`config.mk`:
```
export PLATFORM = sky130hd
export DESIGN_NAME = line_clear_sequencer
export DESIGN_NICKNAME = d
export VERILOG_FILES = /design/src/rtl/line_clear_sequencer.sv
export SDC_FILE = /design/constraint.sdc
export NUM_CORES = 2
export LEC_CHECK = 0
export ABC_AREA = 1
export ABC_CLOCK_PERIOD_IN_PS = 11700
export BUFFER_PORTS_ARGS = -buffer_cell sky130_fd_sc_hd__clkbuf_2
export CORE_UTILIZATION = 35
export DETAILED_ROUTE_END_ITERATION = 8
export SLEW_MARGIN = 25
export SYNTH_ARGS = -nofsm -noshare
export SYNTH_HDL_FRONTEND = slang
export SYNTH_SLANG_ARGS = --single-unit
```
`constraint.sdc`:
```
create_clock -name i_clk -period 11.7 [get_ports i_clk]
set_input_delay 1.755 -clock i_clk [delete_from_list [all_inputs] [get_ports i_clk]]
set_output_delay 1.755 -clock i_clk [all_outputs]
set_load 0.05 [all_outputs]
```
`src/rtl/line_clear_sequencer.sv`:
```
// line_clear_sequencer
// Runs the row-clear phase after a piece locks. It scans the board for full
// rows and flashes them for FLASH_CYCLES clocks. It then collapses the
// surviving rows toward the bottom, blanks the top rows and returns the new
// board with the line count and score increment.
//
//  state      | meaning
//  -----------+-----------------------------------------------------------
//  S_IDLE     | waiting for i_start; previous results held on outputs
//  S_SCAN     | one row per cycle, bottom to top, building the full-row mask
//  S_FLASH    | full rows shown on o_flash while the down-counter runs out
//  S_COLLAPSE | one row per cycle, copying surviving rows down in place
//  S_FILL     | top rows (one per cleared line) forced empty
//  S_DONE     | one-cycle done/board_we pulse with results valid
module line_clear_sequencer #(
    parameter int ROWS         = 20,
    parameter int COLS         = 12,
    parameter int FLASH_CYCLES = 50_000_000
) (
    input  logic                 i_clk,
    input  logic                 i_rst,
    input  logic                 i_start,
    input  logic [ROWS*COLS-1:0] i_board_in,
    output logic                 o_busy,
    output logic                 o_done,
    output logic                 o_board_we,
    output logic [ROWS*COLS-1:0] o_board_out,
    output logic [ROWS*COLS-1:0] o_flash,
    output logic [4:0]           o_lines_cleared,
    output logic [6:0]           o_score_add
);

    localparam int RW = (ROWS > 1) ? $clog2(ROWS) : 1;
    localparam int CW = $clog2(FLASH_CYCLES + 1);
    localparam int N  = ROWS * COLS;

    typedef enum logic [2:0] {
        S_IDLE,
        S_SCAN,
        S_FLASH,
        S_COLLAPSE,
        S_FILL,
        S_DONE
    } state_t;

    state_t          r_state;
    logic [N-1:0]    r_work;
    logic [ROWS-1:0] r_mask;
    logic [RW-1:0]   r_ptr;
    logic [RW-1:0]   r_wr;
    logic [CW-1:0]   r_cnt;
    logic            r_busy;
    logic            r_done;
    logic [N-1:0]    r_board_out;
    logic [N-1:0]    r_flash;
    logic [4:0]      r_lines;
    logic [6:0]      r_score;

    logic [COLS-1:0] w_row_rd;
    logic            w_row_full;
    logic [ROWS-1:0] w_mask_scan;
    logic [N-1:0]    w_flash_exp;
    logic [4:0]      w_popcount;
    logic [N-1:0]    w_filled;

    // Classic line scoring; five or more lines only happens with a hand-built board.
    function automatic logic [6:0] score_of(input logic [4:0] n);
        case (n)
            5'd0:    score_of = 7'd0;
            5'd1:    score_of = 7'd1;
            5'd2:    score_of = 7'd3;
            5'd3:    score_of = 7'd5;
            5'd4:    score_of = 7'd8;
            default: score_of = {1'b0, n, 1'b0};
        endcase
    endfunction

    // The row under the shared scan/read pointer, and whether it is full.
    always_comb begin
        w_row_rd   = r_work[int'(r_ptr)*COLS +: COLS];
        w_row_full = &w_row_rd;
    end

    // Mask including the row being scanned this cycle, and its per-cell expansion for the flash output.
    always_comb begin
        w_mask_scan        = r_mask;
        w_mask_scan[r_ptr] = r_mask[r_ptr] | w_row_full;
        w_flash_exp        = '0;
        for (int r = 0; r < ROWS; r++) begin
            w_flash_exp[r*COLS +: COLS] = {COLS{w_mask_scan[r]}};
        end
    end

    // Number of full rows, then the collapsed board with the vacated top rows emptied.
    always_comb begin
        w_popcount = '0;
        for (int r = 0; r < ROWS; r++) begin
            w_popcount = w_popcount + {4'b0, r_mask[r]};
        end
        w_filled = r_work;
        for (int r = 0; r < ROWS; r++) begin
            if (r < int'(w_popcount)) begin
                w_filled[r*COLS +: COLS] = '0;
            end
        end
    end

    // Sequencer: state, working board, and all registered outputs.
    always_ff @(posedge i_clk) begin
        if (i_rst) begin
            r_state     <= S_IDLE;
            r_work      <= '0;
            r_mask      <= '0;
            r_ptr       <= '0;
            r_wr        <= '0;
            r_cnt       <= '0;
            r_busy      <= 1'b0;
            r_done      <= 1'b0;
            r_board_out <= '0;
            r_flash     <= '0;
            r_lines     <= '0;
            r_score     <= '0;
        end else begin
            case (r_state)
                S_IDLE: begin
                    if (i_start) begin
                        r_work  <= i_board_in;
                        r_mask  <= '0;
                        r_ptr   <= RW'(ROWS - 1);
                        r_busy  <= 1'b1;
                        r_state <= S_SCAN;
                    end
                end
                S_SCAN: begin
                    r_mask <= w_mask_scan;
                    if (r_ptr == '0) begin
                        if (w_mask_scan == '0) begin
                            r_board_out <= r_work;
                            r_lines     <= '0;
                            r_score     <= '0;
                            r_done      <= 1'b1;
                            r_state     <= S_DONE;
                        end else begin
                            r_flash <= w_flash_exp;
                            r_cnt   <= CW'(FLASH_CYCLES);
                            r_state <= S_FLASH;
                        end
                    end else begin
                        r_ptr <= r_ptr - 1'b1;
                    end
                end
                S_FLASH: begin
                    if (r_cnt == CW'(1)) begin
                        r_flash <= '0;
                        r_ptr   <= RW'(ROWS - 1);
                        r_wr    <= RW'(ROWS - 1);
                        r_state <= S_COLLAPSE;
                    end else begin
                        r_cnt <= r_cnt - 1'b1;
                    end
                end
                S_COLLAPSE: begin
                    // The write pointer never passes the read pointer, so the copy is in place.
                    if (!r_mask[r_ptr]) begin
                        r_work[int'(r_wr)*COLS +: COLS] <= w_row_rd;
                        r_wr <= r_wr - 1'b1;
                    end
                    if (r_ptr == '0) begin
                        r_state <= S_FILL;
                    end else begin
                        r_ptr <= r_ptr - 1'b1;
                    end
                end
                S_FILL: begin
                    r_work      <= w_filled;
                    r_board_out <= w_filled;
                    r_lines     <= w_popcount;
                    r_score     <= score_of(w_popcount);
                    r_done      <= 1'b1;
                    r_state     <= S_DONE;
                end
                S_DONE: begin
                    r_done  <= 1'b0;
                    r_busy  <= 1'b0;
                    r_state <= S_IDLE;
                end
                default: begin
                    r_state <= S_IDLE;
                end
            endcase
        end
    end

    assign o_busy          = r_busy;
    assign o_done          = r_done;
    assign o_board_we      = r_done;
    assign o_board_out     = r_board_out;
    assign o_flash         = r_flash;
    assign o_lines_cleared = r_lines;
    assign o_score_add     = r_score;

endmodule

```
==> impl_table.tex <==
\begin{tabular}{lr}
\hline
Metric & Value \\
\hline
\multicolumn{2}{l}{\textbf{Run status}} \\
Status & completed \\
\multicolumn{2}{l}{\textbf{Logic synthesis}} \\
Net count of the mapped netlist & slightly below 6,000 \\
Number of flops mapped to enable cells by yosys & 0 \\
Per-instance average area after synthesis & 6.383 um\^{}2 \\
Count of different cell masters after synthesis & 55 \\
Total of warnings raised by yosys & 0 \\
Share of synthesized area occupied by flip-flops and latches & 32.23\% \\
Number of flip-flops and latches in the synthesized netlist & 572 \\
Number of instances in the synthesized netlist & approximately 5,600 \\
Synthesized cell area & 35,530 um\^{}2 \\
Share of flip-flops with an asynchronous set or reset after synthesis & 0\% \\
Most used flip-flop cell after synthesis & sky130\_fd\_sc\_hd\_\_dfxtp\_1 \\
\multicolumn{2}{l}{\textbf{Die}} \\
Number of rows in the core area & 116 \\
Core area & 100,300 um\^{}2 \\
Number of I/O pins & 738 \\
Die Span Y & 320.6 um \\
Floorplan die area & 102,800 um\^{}2 \\
DIE WIDTH & 320.6 um \\
Initial Util & 35.42\% \\
\multicolumn{2}{l}{\textbf{Timing}} \\
Worst hold slack after final layout & 468.6 ps \\
Total count of hold-check failures in the final report & 0 \\
Skew final & 30.33 ps \\
Max Clk Rate & 0.1360 GHz \\
Setup violation total in the final timing report & 0 \\
Post-layout min period & around 7400 ps \\
Worst Max-Slew Pin Slew & 1245 ps \\
Setup tns final & 0 ps \\
Slew Limit Fails & 0 \\
Post-route fraction of the period consumed by the critical path & 62.86\% \\
Setup repair after global routing missed its margin & false \\
Max-Slew Margin vs Limit & 16.83\% \\
\multicolumn{2}{l}{\textbf{Power and ir drop}} \\
Static leakage power & approximately 0.019 uW \\
Power per unit of standard cell area & 356.8 nW/um\^{}2 \\
Worst vdd ir & 0.2490 mV \\
\multicolumn{2}{l}{\textbf{Global route}} \\
Overall Global Routing Usage & 33.23\% \\
Global-route wire length before repair & 254,000 um \\
Antenna violations before repair & 11 \\
Vias in the first global route & approximately 37,000 \\
Pin count of the biggest net entering global routing & 209 \\
Overflow left after global routing & 0 \\
\multicolumn{2}{l}{\textbf{Setup path}} \\
Cell-by-cell listing of the critical path & fa\_1, inv\_1, fa\_1, inv\_1, fa\_1, fa\_1, fa\_1, ha\_1, a21o\_1, a21oi\_1, inv\_1, or2\_2, nand2\_1, inv\_1, nand2\_1, nand2\_1, a21oi\_1, buf\_4, clkinv\_1, o21ai\_1, clkinv\_1, o311ai\_0, o211ai\_1, inv\_1 \\
Depth of the most critical reg-to-reg path & 24 \\
Maximum net fanout on the critical path & 11 \\
Largest stage delay on the critical path & between 500 and 600 ps \\
Required time of the critical path & 12,300 ps \\
Worst setup SP type & register \\
Element type at the critical path end & register \\
Worst path slowest cell & sky130\_fd\_sc\_hd\_\_o21ai\_1 \\
Data arrival time of the critical path & 7950 ps \\
Category of the most critical setup path & register to register \\
\multicolumn{2}{l}{\textbf{Final layout}} \\
Share of final-layout standard cells stronger than drive strength 1 & 16.62\% \\
Signed area change from the synthesized netlist to the final layout & 14.98\% \\
Final standard cell count with taps included and fillers excluded & approximately 7,300 \\
Most common cell after layout, fill and taps aside & sky130\_fd\_sc\_hd\_\_nand2\_1 \\
NumNets Final & 6,125 \\
Top library cells by usage in the layout, fill and taps aside & sky130\_fd\_sc\_hd\_\_nand2\_1 (1,052), sky130\_fd\_sc\_hd\_\_nor2\_1 (741), sky130\_fd\_sc\_hd\_\_clkbuf\_2 (735) \\
\multicolumn{2}{l}{\textbf{Placement}} \\
RD Place Congestion & 1.079 \\
Number of buffers inserted by port buffering & 736 \\
Dpl cells & a little over 7,000 \\
Final HPWL DP & 130,800 um \\
\multicolumn{2}{l}{\textbf{Detailed routing}} \\
Post-detailed-route DRC marker count & 0 \\
First-iteration detailed-routing DRC count & around 5,200 \\
Overall routed net length & roughly 180,000 um \\
Detail-routed net length per standard cell & 24.60 um \\
Total iterations of the first detailed-routing run & 6 \\
DRT antenna net count & 0 \\
Via density per instance & around 5.7 \\
Total number of vias & roughly 41,000 \\
\multicolumn{2}{l}{\textbf{CTS}} \\
Num CTS Buffers & between 70 and 80 \\
Number of cells upsized or downsized after cts & 0 \\
CTS tree & yes \\
Number of buffers added to fix hold violations after cts & 0 \\
Sink Count & $\sim$570 \\
Clock tree root buffer cell & sky130\_fd\_sc\_hd\_\_clkbuf\_16 \\
Clock-pin slew on the worst setup and hold paths & about 60 ps \\
Source-to-sink clock delay at the later pin of the worst-skew pair & 660 ps \\
Maximum level of the CTS H-tree & 3 \\
Setup repair bufs after CTS & 0 \\
Max Buffers Root-to-Sink & 3 \\
\multicolumn{2}{l}{\textbf{Min path}} \\
Worst hold-check path type & register to register \\
Min-Delay Path Depth & 2 \\
\multicolumn{2}{l}{\textbf{Run}} \\
MaxCap Viol Count & 0 \\
\hline
\end{tabular}
[per-layer routing]
metal	vias up	global-route usage [%]	wire, um
li1	19074	-	-
met1	19369	42.46	70360
met2	2456	51.54	79220
met3	479	5.746	16730
met4	10	21.41	12240
met5	-	0	69
[cells by family (layout without fill, tap and decap cells)]
kind of cell | count (synthesis) | after routing | synth area share (%)
AND/OR/NAND/NOR | 2293 | 2293 | 26.31
AO/OA/AOI/OAI | 1602 | 1602 | 25.46
buffers and inverters | 1039 | 1370 | 13.77
flip-flops | 572 | 572 | 32.23
adder cells (fa/ha/maj) | 40 | 40 | 1.726
XOR/XNOR | 19 | 19 | 0.4895
other | 1 | 7 | 0.01056
[metrics by stage]
stage                     setup WS (ps)  power [uW]  area [um^2]  utilization [%]
after floorplan                    6087        8558        35530                -
after global placement             4688       11880        38310            38.20
after detailed placement           4504       11840        38310            38.20
after CTS                          4490       14260        40820            40.70
after global routing               4005       15200        40840            40.72
final                              4345       14570        40850            40.73
[final timing paths]
check                    startpoint                       end  slack, ps
max          r_mask[0]$_SDFFE_PP0P_  r_work[131]$_SDFFE_PP0P_       4350
min          r_mask[6]$_SDFFE_PP0P_    r_mask[6]$_SDFFE_PP0P_        470
max reg2reg  r_mask[0]$_SDFFE_PP0P_  r_work[131]$_SDFFE_PP0P_       4350
min reg2reg  r_mask[6]$_SDFFE_PP0P_    r_mask[6]$_SDFFE_PP0P_        470
[critical path, delay by kind of cell (launching register included)]
family / cells / cell delay (ps)
adder cells (fa/ha/maj): 6 / 2770
AO/OA/AOI/OAI: 6 / 1760
buffers and inverters: 8 / 1540
AND/OR/NAND/NOR: 4 / 840
flip-flops: 1 / 350
[power breakdown]
group	total (uW)	switching (uW)	internal [uW]
combinational	9040	7090	1950
clock	2400	943	1460
sequential	3130	654	2480
[cell type report]
cell class              count  area (um^2)
flip-flops and latches    572        11460
clock buffers             107         2170
fillers                 10744        59440
clock inverters            22        339.1
inverters                 435         1658
diodes                      6        15.01
well taps                1357         1698
repair buffers            806         4232
multi-input cells        3955        19280
[synth_stat cells (5+ instances only)]
cell	count	area share [%]
sky130_fd_sc_hd__dfxtp_1	572	32
sky130_fd_sc_hd__o41ai_1	10	0.25
sky130_fd_sc_hd__ha_1	25	0.88
sky130_fd_sc_hd__buf_1	27	0.29
sky130_fd_sc_hd__buf_4	237	5.0
sky130_fd_sc_hd__o31ai_1	5	0.11
sky130_fd_sc_hd__o311ai_0	16	0.39
sky130_fd_sc_hd__a21boi_0	11	0.23
sky130_fd_sc_hd__nor4_1	6	0.11
sky130_fd_sc_hd__nand3_1	369	5.2
sky130_fd_sc_hd__or2_2	16	0.28
sky130_fd_sc_hd__a22oi_1	13	0.27
sky130_fd_sc_hd__clkbuf_1	267	2.8
sky130_fd_sc_hd__o21a_1	36	0.76
sky130_fd_sc_hd__o21bai_1	5	0.11
sky130_fd_sc_hd__o22ai_1	38	0.67
sky130_fd_sc_hd__a32oi_1	19	0.47
sky130_fd_sc_hd__a31oi_1	195	3.4
sky130_fd_sc_hd__a31o_2	6	0.15
sky130_fd_sc_hd__nor3_1	44	0.62
sky130_fd_sc_hd__inv_2	6	0.063
sky130_fd_sc_hd__xor2_1	14	0.35
sky130_fd_sc_hd__o211ai_1	114	2.4
sky130_fd_sc_hd__nand4_1	43	0.76
sky130_fd_sc_hd__buf_2	71	1.0
sky130_fd_sc_hd__fa_1	15	0.85
sky130_fd_sc_hd__nor2_1	751	7.9
sky130_fd_sc_hd__nand2_1	1052	11
sky130_fd_sc_hd__a21oi_1	505	7.1
sky130_fd_sc_hd__o21ai_1	182	2.6
sky130_fd_sc_hd__clkinv_1	6	0.063
sky130_fd_sc_hd__a211oi_1	6	0.13
sky130_fd_sc_hd__inv_1	423	4.5
sky130_fd_sc_hd__o21ai_0	423	6.0
[flip-flops by register name, indices dropped and copies added, names as in the netlist]
signal	flops
o_board_out	240
o_board_we	1
o_busy	1
o_flash	20
o_lines_cleared	5
o_score_add	6
r_cnt	26
r_mask	20
r_ptr	5
r_state	3
r_work	240
r_wr	5
Note: power is estimated with default switching activity, not from simulation.
